<file path="config.mk">
export PLATFORM = sky130hd
export DESIGN_NAME = div_share_ctrl
export DESIGN_NICKNAME = d
export VERILOG_FILES = /design/src/rtl/div_share_ctrl.sv
export SDC_FILE = /design/constraint.sdc
export NUM_CORES = 1
export LEC_CHECK = 0
export ABC_CLOCK_PERIOD_IN_PS = 2700
export CAP_MARGIN = 20
export CORE_MARGIN = 3
export CORE_UTILIZATION = 42
export CTS_CLUSTER_SIZE = 12
export DETAILED_ROUTE_END_ITERATION = 10
export GPL_TIMING_DRIVEN = 0
export PLACE_DENSITY = 0.72
export RECOVER_POWER = 25
export SYNTH_ARGS = -nofsm -noshare
export SYNTH_HDL_FRONTEND = slang
export SYNTH_SLANG_ARGS = --single-unit
</file>
<file path="constraint.sdc">
create_clock -name clock -period 2.7 [get_ports clock]
set_input_delay 0.405 -clock clock [delete_from_list [all_inputs] [get_ports clock]]
set_output_delay 0.405 -clock clock [all_outputs]
set_load 0.01 [all_outputs]
</file>
<file path="src/rtl/div_share_ctrl.sv">
// Two-requester front end for an iterative restoring unsigned divider.
// Round-robin grant, WIDTH shift/subtract iterations, valid/ready response tagged with requester id.
module div_share_ctrl #(
   parameter int WIDTH = 5
) (
   input  logic             clock,
   input  logic             reset_n,
   input  logic             req0_valid,
   output logic             req0_ready,
   input  logic [WIDTH-1:0] req0_dividend,
   input  logic [WIDTH-1:0] req0_divisor,
   input  logic             req1_valid,
   output logic             req1_ready,
   input  logic [WIDTH-1:0] req1_dividend,
   input  logic [WIDTH-1:0] req1_divisor,
   output logic             rsp_valid,
   input  logic             rsp_ready,
   output logic             rsp_id,
   output logic [WIDTH-1:0] rsp_quotient,
   output logic [WIDTH-1:0] rsp_remainder,
   output logic             rsp_div_zero,
   output logic             busy
);

   localparam int CW = $clog2(WIDTH + 1);

   typedef enum logic [1:0] {S_IDLE, S_ITER, S_DONE} state_t;

   state_t           r_state, w_next_state;
   logic             r_last_grant, r_id;
   logic [WIDTH:0]   r_a;
   logic [WIDTH-1:0] r_q, r_b;
   logic [CW-1:0]    r_count;

   logic             w_grant, w_accept, w_last_iter;
   logic [WIDTH-1:0] w_dividend, w_divisor, w_q_shift;
   logic [WIDTH:0]   w_a_shift, w_t, w_a_next;

   // Handshakes: a transfer happens on the rising edge where valid && ready are both high.
   // Requesters: ready is combinational on valid, so a requester may withdraw freely before it.
   // Response: rsp_* hold from DONE entry until the edge with rsp_ready high.
   always_comb begin
      w_grant = 1'b0;
      if (req0_valid && req1_valid) w_grant = ~r_last_grant;
      else if (req1_valid)          w_grant = 1'b1;
   end

   assign w_accept    = (r_state == S_IDLE) && (req0_valid || req1_valid);
   assign w_dividend  = w_grant ? req1_dividend : req0_dividend;
   assign w_divisor   = w_grant ? req1_divisor  : req0_divisor;
   assign w_last_iter = (r_count == CW'(1));

   // A stays below B between iterations, so its top bit can be dropped before the shift.
   assign w_a_shift = {r_a[WIDTH-1:0], r_q[WIDTH-1]};
   assign w_t       = w_a_shift - {1'b0, r_b};
   assign w_a_next  = w_t[WIDTH] ? w_a_shift : w_t;
   assign w_q_shift = {r_q[WIDTH-2:0], ~w_t[WIDTH]};

   always_ff @(posedge clock or negedge reset_n) begin
      if (!reset_n) r_state <= S_IDLE;
      else          r_state <= w_next_state;
   end

   always_comb begin
      w_next_state = r_state;
      case (r_state)
         S_IDLE: if (w_accept) w_next_state = (w_divisor == '0) ? S_DONE : S_ITER;
         S_ITER: if (w_last_iter) w_next_state = S_DONE;
         S_DONE: if (rsp_ready) w_next_state = S_IDLE;
         default: w_next_state = S_IDLE;
      endcase
   end

   always_comb begin
      req0_ready = (r_state == S_IDLE) && req0_valid && !w_grant;
      req1_ready = (r_state == S_IDLE) && req1_valid && w_grant;
      rsp_valid  = (r_state == S_DONE);
      busy       = (r_state != S_IDLE);
   end

   always_ff @(posedge clock or negedge reset_n) begin
      if (!reset_n) begin
         r_last_grant  <= 1'b1;
         r_id          <= 1'b0;
         r_a           <= '0;
         r_q           <= '0;
         r_b           <= '0;
         r_count       <= '0;
         rsp_id        <= 1'b0;
         rsp_quotient  <= '0;
         rsp_remainder <= '0;
         rsp_div_zero  <= 1'b0;
      end else begin
         case (r_state)
            S_IDLE: begin
               if (w_accept) begin
                  r_b          <= w_divisor;
                  r_q          <= w_dividend;
                  r_a          <= '0;
                  r_count      <= CW'(WIDTH);
                  r_id         <= w_grant;
                  r_last_grant <= w_grant;
                  if (w_divisor == '0) begin
                     rsp_id        <= w_grant;
                     rsp_quotient  <= '1;
                     rsp_remainder <= w_dividend;
                     rsp_div_zero  <= 1'b1;
                  end
               end
            end
            S_ITER: begin
               r_a     <= w_a_next;
               r_q     <= w_q_shift;
               r_count <= r_count - CW'(1);
               if (w_last_iter) begin
                  rsp_id        <= r_id;
                  rsp_quotient  <= w_q_shift;
                  rsp_remainder <= w_a_next[WIDTH-1:0];
                  rsp_div_zero  <= 1'b0;
               end
            end
            default: ;
         endcase
      end
   end

endmodule
</file>
==> flow_summary.html <==
<table>
<tr><th>Metric</th><th>Value</th></tr>
<tr><th colspan="2">Status</th></tr>
<tr><td>Status</td><td>finished with violations</td></tr>
<tr><td>Failing checks</td><td>max-capacitance violations, max-slew violations</td></tr>
<tr><th colspan="2">Synth</th></tr>
<tr><td>Library cell with the largest summed area after synthesis</td><td>sky130_fd_sc_hd__dfrtp_1</td></tr>
<tr><td>Top FF cell, synth</td><td>sky130_fd_sc_hd__dfrtp_1</td></tr>
<tr><td>Post-Synthesis Cells</td><td>188</td></tr>
<tr><td>Synthesized cell area</td><td>roughly 1900 um2</td></tr>
<tr><td>Number of nets produced by synthesis</td><td>between 200 and 250</td></tr>
<tr><td>Ys Warns</td><td>0</td></tr>
<tr><td>Leading cell types by total area after synthesis</td><td>sky130_fd_sc_hd__dfrtp_1 (44%), sky130_fd_sc_hd__mux2i_1 (7.9%), sky130_fd_sc_hd__o21ai_0 (5.3%)</td></tr>
<tr><td>Mapped Avg Cell Area</td><td>10.1 um2</td></tr>
<tr><td>Number of synthesized flops with an enable pin</td><td>0</td></tr>
<tr><td>Most common cell in the netlist</td><td>sky130_fd_sc_hd__dfrtp_1</td></tr>
<tr><td>Register area share after synthesis</td><td>between 40% and 50%</td></tr>
<tr><td>Proportion of synthesized flip-flops having asynchronous set or reset</td><td>100%</td></tr>
<tr><td>Number of different library cells in the post-synthesis netlist</td><td>45</td></tr>
<tr><td>Count of state elements after synthesis</td><td>34</td></tr>
<tr><td>Synth cell count leaders</td><td>sky130_fd_sc_hd__dfrtp_1 (33), sky130_fd_sc_hd__o21ai_0 (20), sky130_fd_sc_hd__nand2_1 (16)</td></tr>
<tr><td>Fraction of synthesized cell area taken by the top area cell type</td><td>43.6%</td></tr>
<tr><th colspan="2">Global routing</th></tr>
<tr><td>Via count of the first global-routing pass</td><td>1,603</td></tr>
<tr><td>Met3 layer usage reported by global route</td><td>roughly 4.5%</td></tr>
<tr><td>Met2 Usage GRT</td><td>approximately 28%</td></tr>
<tr><td>Residual overflow from global routing</td><td>0</td></tr>
<tr><td>Number of antenna violations at the first check in global routing</td><td>0</td></tr>
<tr><td>GR Util met1</td><td>between 20% and 30%</td></tr>
<tr><td>Total Routing Usage GR</td><td>between 15 and 20%</td></tr>
<tr><td>Global routing's busiest layer</td><td>met2</td></tr>
<tr><td>Global-route wire length before repair</td><td>7.35 mm</td></tr>
<tr><td>Largest net degree at the start of global routing</td><td>35</td></tr>
<tr><th colspan="2">Floorplanning</th></tr>
<tr><td>Die outline width</td><td>between 70 and 80 um</td></tr>
<tr><td>Number of placement rows</td><td>23</td></tr>
<tr><td>Die Area</td><td>around 5400 um2</td></tr>
<tr><td>Boundary pin count</td><td>41</td></tr>
<tr><td>Initial core utilization</td><td>between 40% and 50%</td></tr>
<tr><td>Die height</td><td>about 73 um</td></tr>
<tr><td>Placeable core region</td><td>roughly 4200 um2</td></tr>
<tr><th colspan="2">Route</th></tr>
<tr><td>Wirelength per Cell</td><td>between 10 and 15 um</td></tr>
<tr><td>Starting DRT DRC Count</td><td>98</td></tr>
<tr><td>Via Count</td><td>1,563</td></tr>
<tr><td>Via/cell ratio</td><td>5.45</td></tr>
<tr><td>DRC violations left</td><td>0</td></tr>
<tr><td>Post-Route WL</td><td>4.24 mm</td></tr>
<tr><td>Post-route ant nets</td><td>0</td></tr>
<tr><td>Count of TritonRoute iterations in the first routing pass</td><td>4</td></tr>
<tr><th colspan="2">Placement</th></tr>
<tr><td>Routability-driven placement congestion ratio</td><td>0.790</td></tr>
<tr><td>Instance area at placement</td><td>2350 um2</td></tr>
<tr><td>Quantity of I/O buffers inserted on ports</td><td>40</td></tr>
<tr><td>Estimated wirelength of the detail-placed design</td><td>roughly 3.2 mm</td></tr>
<tr><th colspan="2">Timing</th></tr>
<tr><td>Count of pins over their slew limit</td><td>35</td></tr>
<tr><td>Setup repair after global routing missed its margin</td><td>no</td></tr>
<tr><td>Final clock period utilization by the worst path</td><td>a little over nine tenths</td></tr>
<tr><td>Headroom to the max-slew limit</td><td>-20.5%</td></tr>
<tr><td>Fmax achieved</td><td>between 300 and 400 MHz</td></tr>
<tr><td>Final number of hold-violating endpoints</td><td>0</td></tr>
<tr><td>Transition time at the pin with the least slew margin</td><td>around 1.8 ns</td></tr>
<tr><td>Clock Skews</td><td>~0.0048 ns</td></tr>
<tr><td>Number of endpoints failing setup at the final stage</td><td>0</td></tr>
<tr><td>Post-layout minimum cycle time</td><td>around 2.6 ns</td></tr>
<tr><th colspan="2">Finish</th></tr>
<tr><td>Net total in the final layout</td><td>roughly 270</td></tr>
<tr><td>Area Overhead vs Synth</td><td>30.7%</td></tr>
<tr><td>Count of fill cells added during filler insertion</td><td>372</td></tr>
<tr><td>Area of all placed cells without fillers</td><td>around 2500 um2</td></tr>
<tr><td>Fraction of layout instances using a drive strength above 1</td><td>a little over an eighth</td></tr>
<tr><td>Diode insertion count for antenna repair</td><td>0</td></tr>
<tr><th colspan="2">CTS</th></tr>
<tr><td>Master cell of the clock root buffer</td><td>sky130_fd_sc_hd__clkbuf_8</td></tr>
<tr><td>Clock tree from TritonCTS</td><td>built</td></tr>
<tr><td>Number of buffers inserted by hold repair at cts</td><td>0</td></tr>
<tr><td>Htree depth</td><td>2</td></tr>
<tr><td>Source-to-sink clock delay at the later pin of the worst-skew pair</td><td>about 0.29 ns</td></tr>
<tr><td>Buffers from clock root to sink, at most</td><td>2</td></tr>
<tr><td>Total CTS buffers</td><td>5</td></tr>
<tr><td>Clock-pin slew of the registers on the worst-case setup and hold paths</td><td>approximately 0.060 ns</td></tr>
<tr><td>Number of clock sinks seen by CTS</td><td>34</td></tr>
<tr><th colspan="2">Power and ir drop</th></tr>
<tr><td>Largest voltage drop on the vdd net</td><td>around 0.68 mV</td></tr>
<tr><td>P_leak</td><td>~1.1 nW</td></tr>
<tr><td>Power density relative to cell area</td><td>around 1300 nW/um2</td></tr>
<tr><td>Final Power</td><td>approximately 3.1 mW</td></tr>
<tr><th colspan="2">Critical path</th></tr>
<tr><td>Crit path max-delay cell type</td><td>sky130_fd_sc_hd__clkdlybuf4s50_1</td></tr>
<tr><td>Arrival time worst endpoint</td><td>~2.2 ns</td></tr>
<tr><td>Startpoint class of the critical path</td><td>primary input</td></tr>
<tr><td>Crit. End Element</td><td>output port</td></tr>
<tr><td>Crit path kind</td><td>in2out</td></tr>
<tr><td>Register-to-register setup slack</td><td>0.41 ns</td></tr>
<tr><td>Data required, critical path</td><td>2.30 ns</td></tr>
<tr><td>Most frequent cell on the critical path</td><td>sky130_fd_sc_hd__clkdlybuf4s50_1</td></tr>
<tr><td>List of cells traversed by the critical path</td><td>clkdlybuf4s50_1, a21boi_4, buf_4, nor2b_1, clkdlybuf4s50_1</td></tr>
<tr><td>Maximum fanout along the worst path</td><td>10</td></tr>
<tr><td>Slowest Stage Delay on Critical Path</td><td>0.59 ns</td></tr>
<tr><th colspan="2">Min path</th></tr>
<tr><td>Hold Path Class</td><td>reg2reg</td></tr>
<tr><th colspan="2">Run</th></tr>
<tr><td>Max Cap Viol</td><td>1</td></tr>
</table>
per-stage QoR:
stage	util [%]	instances	TNS, ns	worst slack (ns)	hold slack (ns)
after floorplan	-	188	0	0.658	0.109
after global placement	56.5	278	-0.191	-0.191	0.463
after detailed placement	56.4	278	-0.241	-0.241	0.471
after CTS	59.4	287	0	0.138	0.208
after global routing	59.3	287	0	0.0339	0.509
final	59.3	287	0	0.137	0.482
final timing paths:
| check | from | endpoint | depth (start not counted) |
|---|---|---|---|
| worst max register to register | r_a[2]$_DFFE_PN0P_ | rsp_remainder[0]$_DFFE_PN0P_ | 7 |
| worst max-delay path | req1_valid | req1_ready | 5 |
| min in group asynchronous | reset_n | rsp_quotient[2]$_DFFE_PN0P_ | 1 |
| max in group asynchronous | reset_n | r_count[1]$_DFFE_PN0P_ | 1 |
| worst min-delay path | r_b[3]$_DFFE_PN0P_ | r_b[3]$_DFFE_PN0P_ | 2 |
| worst min register to register | r_b[3]$_DFFE_PN0P_ | r_b[3]$_DFFE_PN0P_ | 2 |
layer usage:
layer | share of wire (%) | vias up
met3 | 7.0 | 7
li1 | - | 766
met1 | 47 | 737
met5 | 0 | -
met4 | 0.99 | 0
met2 | 45 | 53
critical path: cells and delay by family:
| kind | cells | cell delay, ns |
|---|---|---|
| simple gates | 1 | 0.27 |
| buf+inv | 3 | 1.30 |
| compound gates | 1 | 0.18 |
layout make-up:
cell class | instances | area (um2) | share of cell area (%)
Buffer | 9 | 62.6 | 2.53
Clock buffer | 8 | 110 | 4.45
Inverter | 9 | 33.8 | 1.36
Multi-Input combinational cell | 136 | 953 | 38.5
Sequential cell | 34 | 852 | 34.4
Tap cell | 50 | 62.6 | 2.53
Timing Repair Buffer | 41 | 402 | 16.2
kinds of logic (layout without fill, tap and decap cells):
kind of cell,count (synthesis),after routing,share of synthesized area [%]
AND/OR/NAND/NOR,53,53,13.5
adder cells (fa/ha/maj),8,8,5.68
AO/OA/AOI/OAI,56,56,20.4
flip-flops,34,34,45.0
buffers and inverters,18,67,5.09
XOR/XNOR,3,3,1.78
multiplexers,16,16,8.52
flip-flops by register name, indices dropped and copies added, names as in the netlist:
signal	count
rsp_div_zero	1
r_last_grant	1
rsp_remainder	5
r_id	1
r_q	5
r_count	3
rsp_quotient	5
r_state	2
rsp_id	1
r_b	5
r_a	5
power breakdown:
group          internal [mW]  switching, mW  leakage [nW]
Combinational          0.829          0.904         0.618
Clock                  0.257          0.181        0.0575
Sequential             0.775          0.182         0.400
Total                   1.86           1.27          1.08
what timing repair did:
action,4_1_cts,5_1_grt
resized for setup,1,0
setup buffers,1,0
setup endpoints to repair,1,0
hold endpoints to repair,0,0
layout by cell type, fill, tap and decap left out, types with 3 or more instances in the layout:
master / netlist / final
sky130_fd_sc_hd__clkbuf_1: 4 / 5
sky130_fd_sc_hd__nand3_1: 6 / 6
sky130_fd_sc_hd__a21o_1: 5 / 5
sky130_fd_sc_hd__clkbuf_8: 0 / 8
sky130_fd_sc_hd__o21ai_0: 20 / 20
sky130_fd_sc_hd__inv_1: 9 / 9
sky130_fd_sc_hd__a22oi_1: 4 / 4
sky130_fd_sc_hd__mux2i_1: 15 / 15
sky130_fd_sc_hd__ha_1: 7 / 7
sky130_fd_sc_hd__nand2_1: 16 / 16
sky130_fd_sc_hd__nor3_1: 3 / 3
sky130_fd_sc_hd__clkdlybuf4s50_1: 0 / 39
sky130_fd_sc_hd__nor2_1: 12 / 12
sky130_fd_sc_hd__nor2b_1: 3 / 3
sky130_fd_sc_hd__a21oi_1: 10 / 10
sky130_fd_sc_hd__nand2b_1: 3 / 3
sky130_fd_sc_hd__dfrtp_1: 33 / 33
sky130_fd_sc_hd__o22a_2: 5 / 5
No activity file was read; power rests on OpenSTA's default activity.
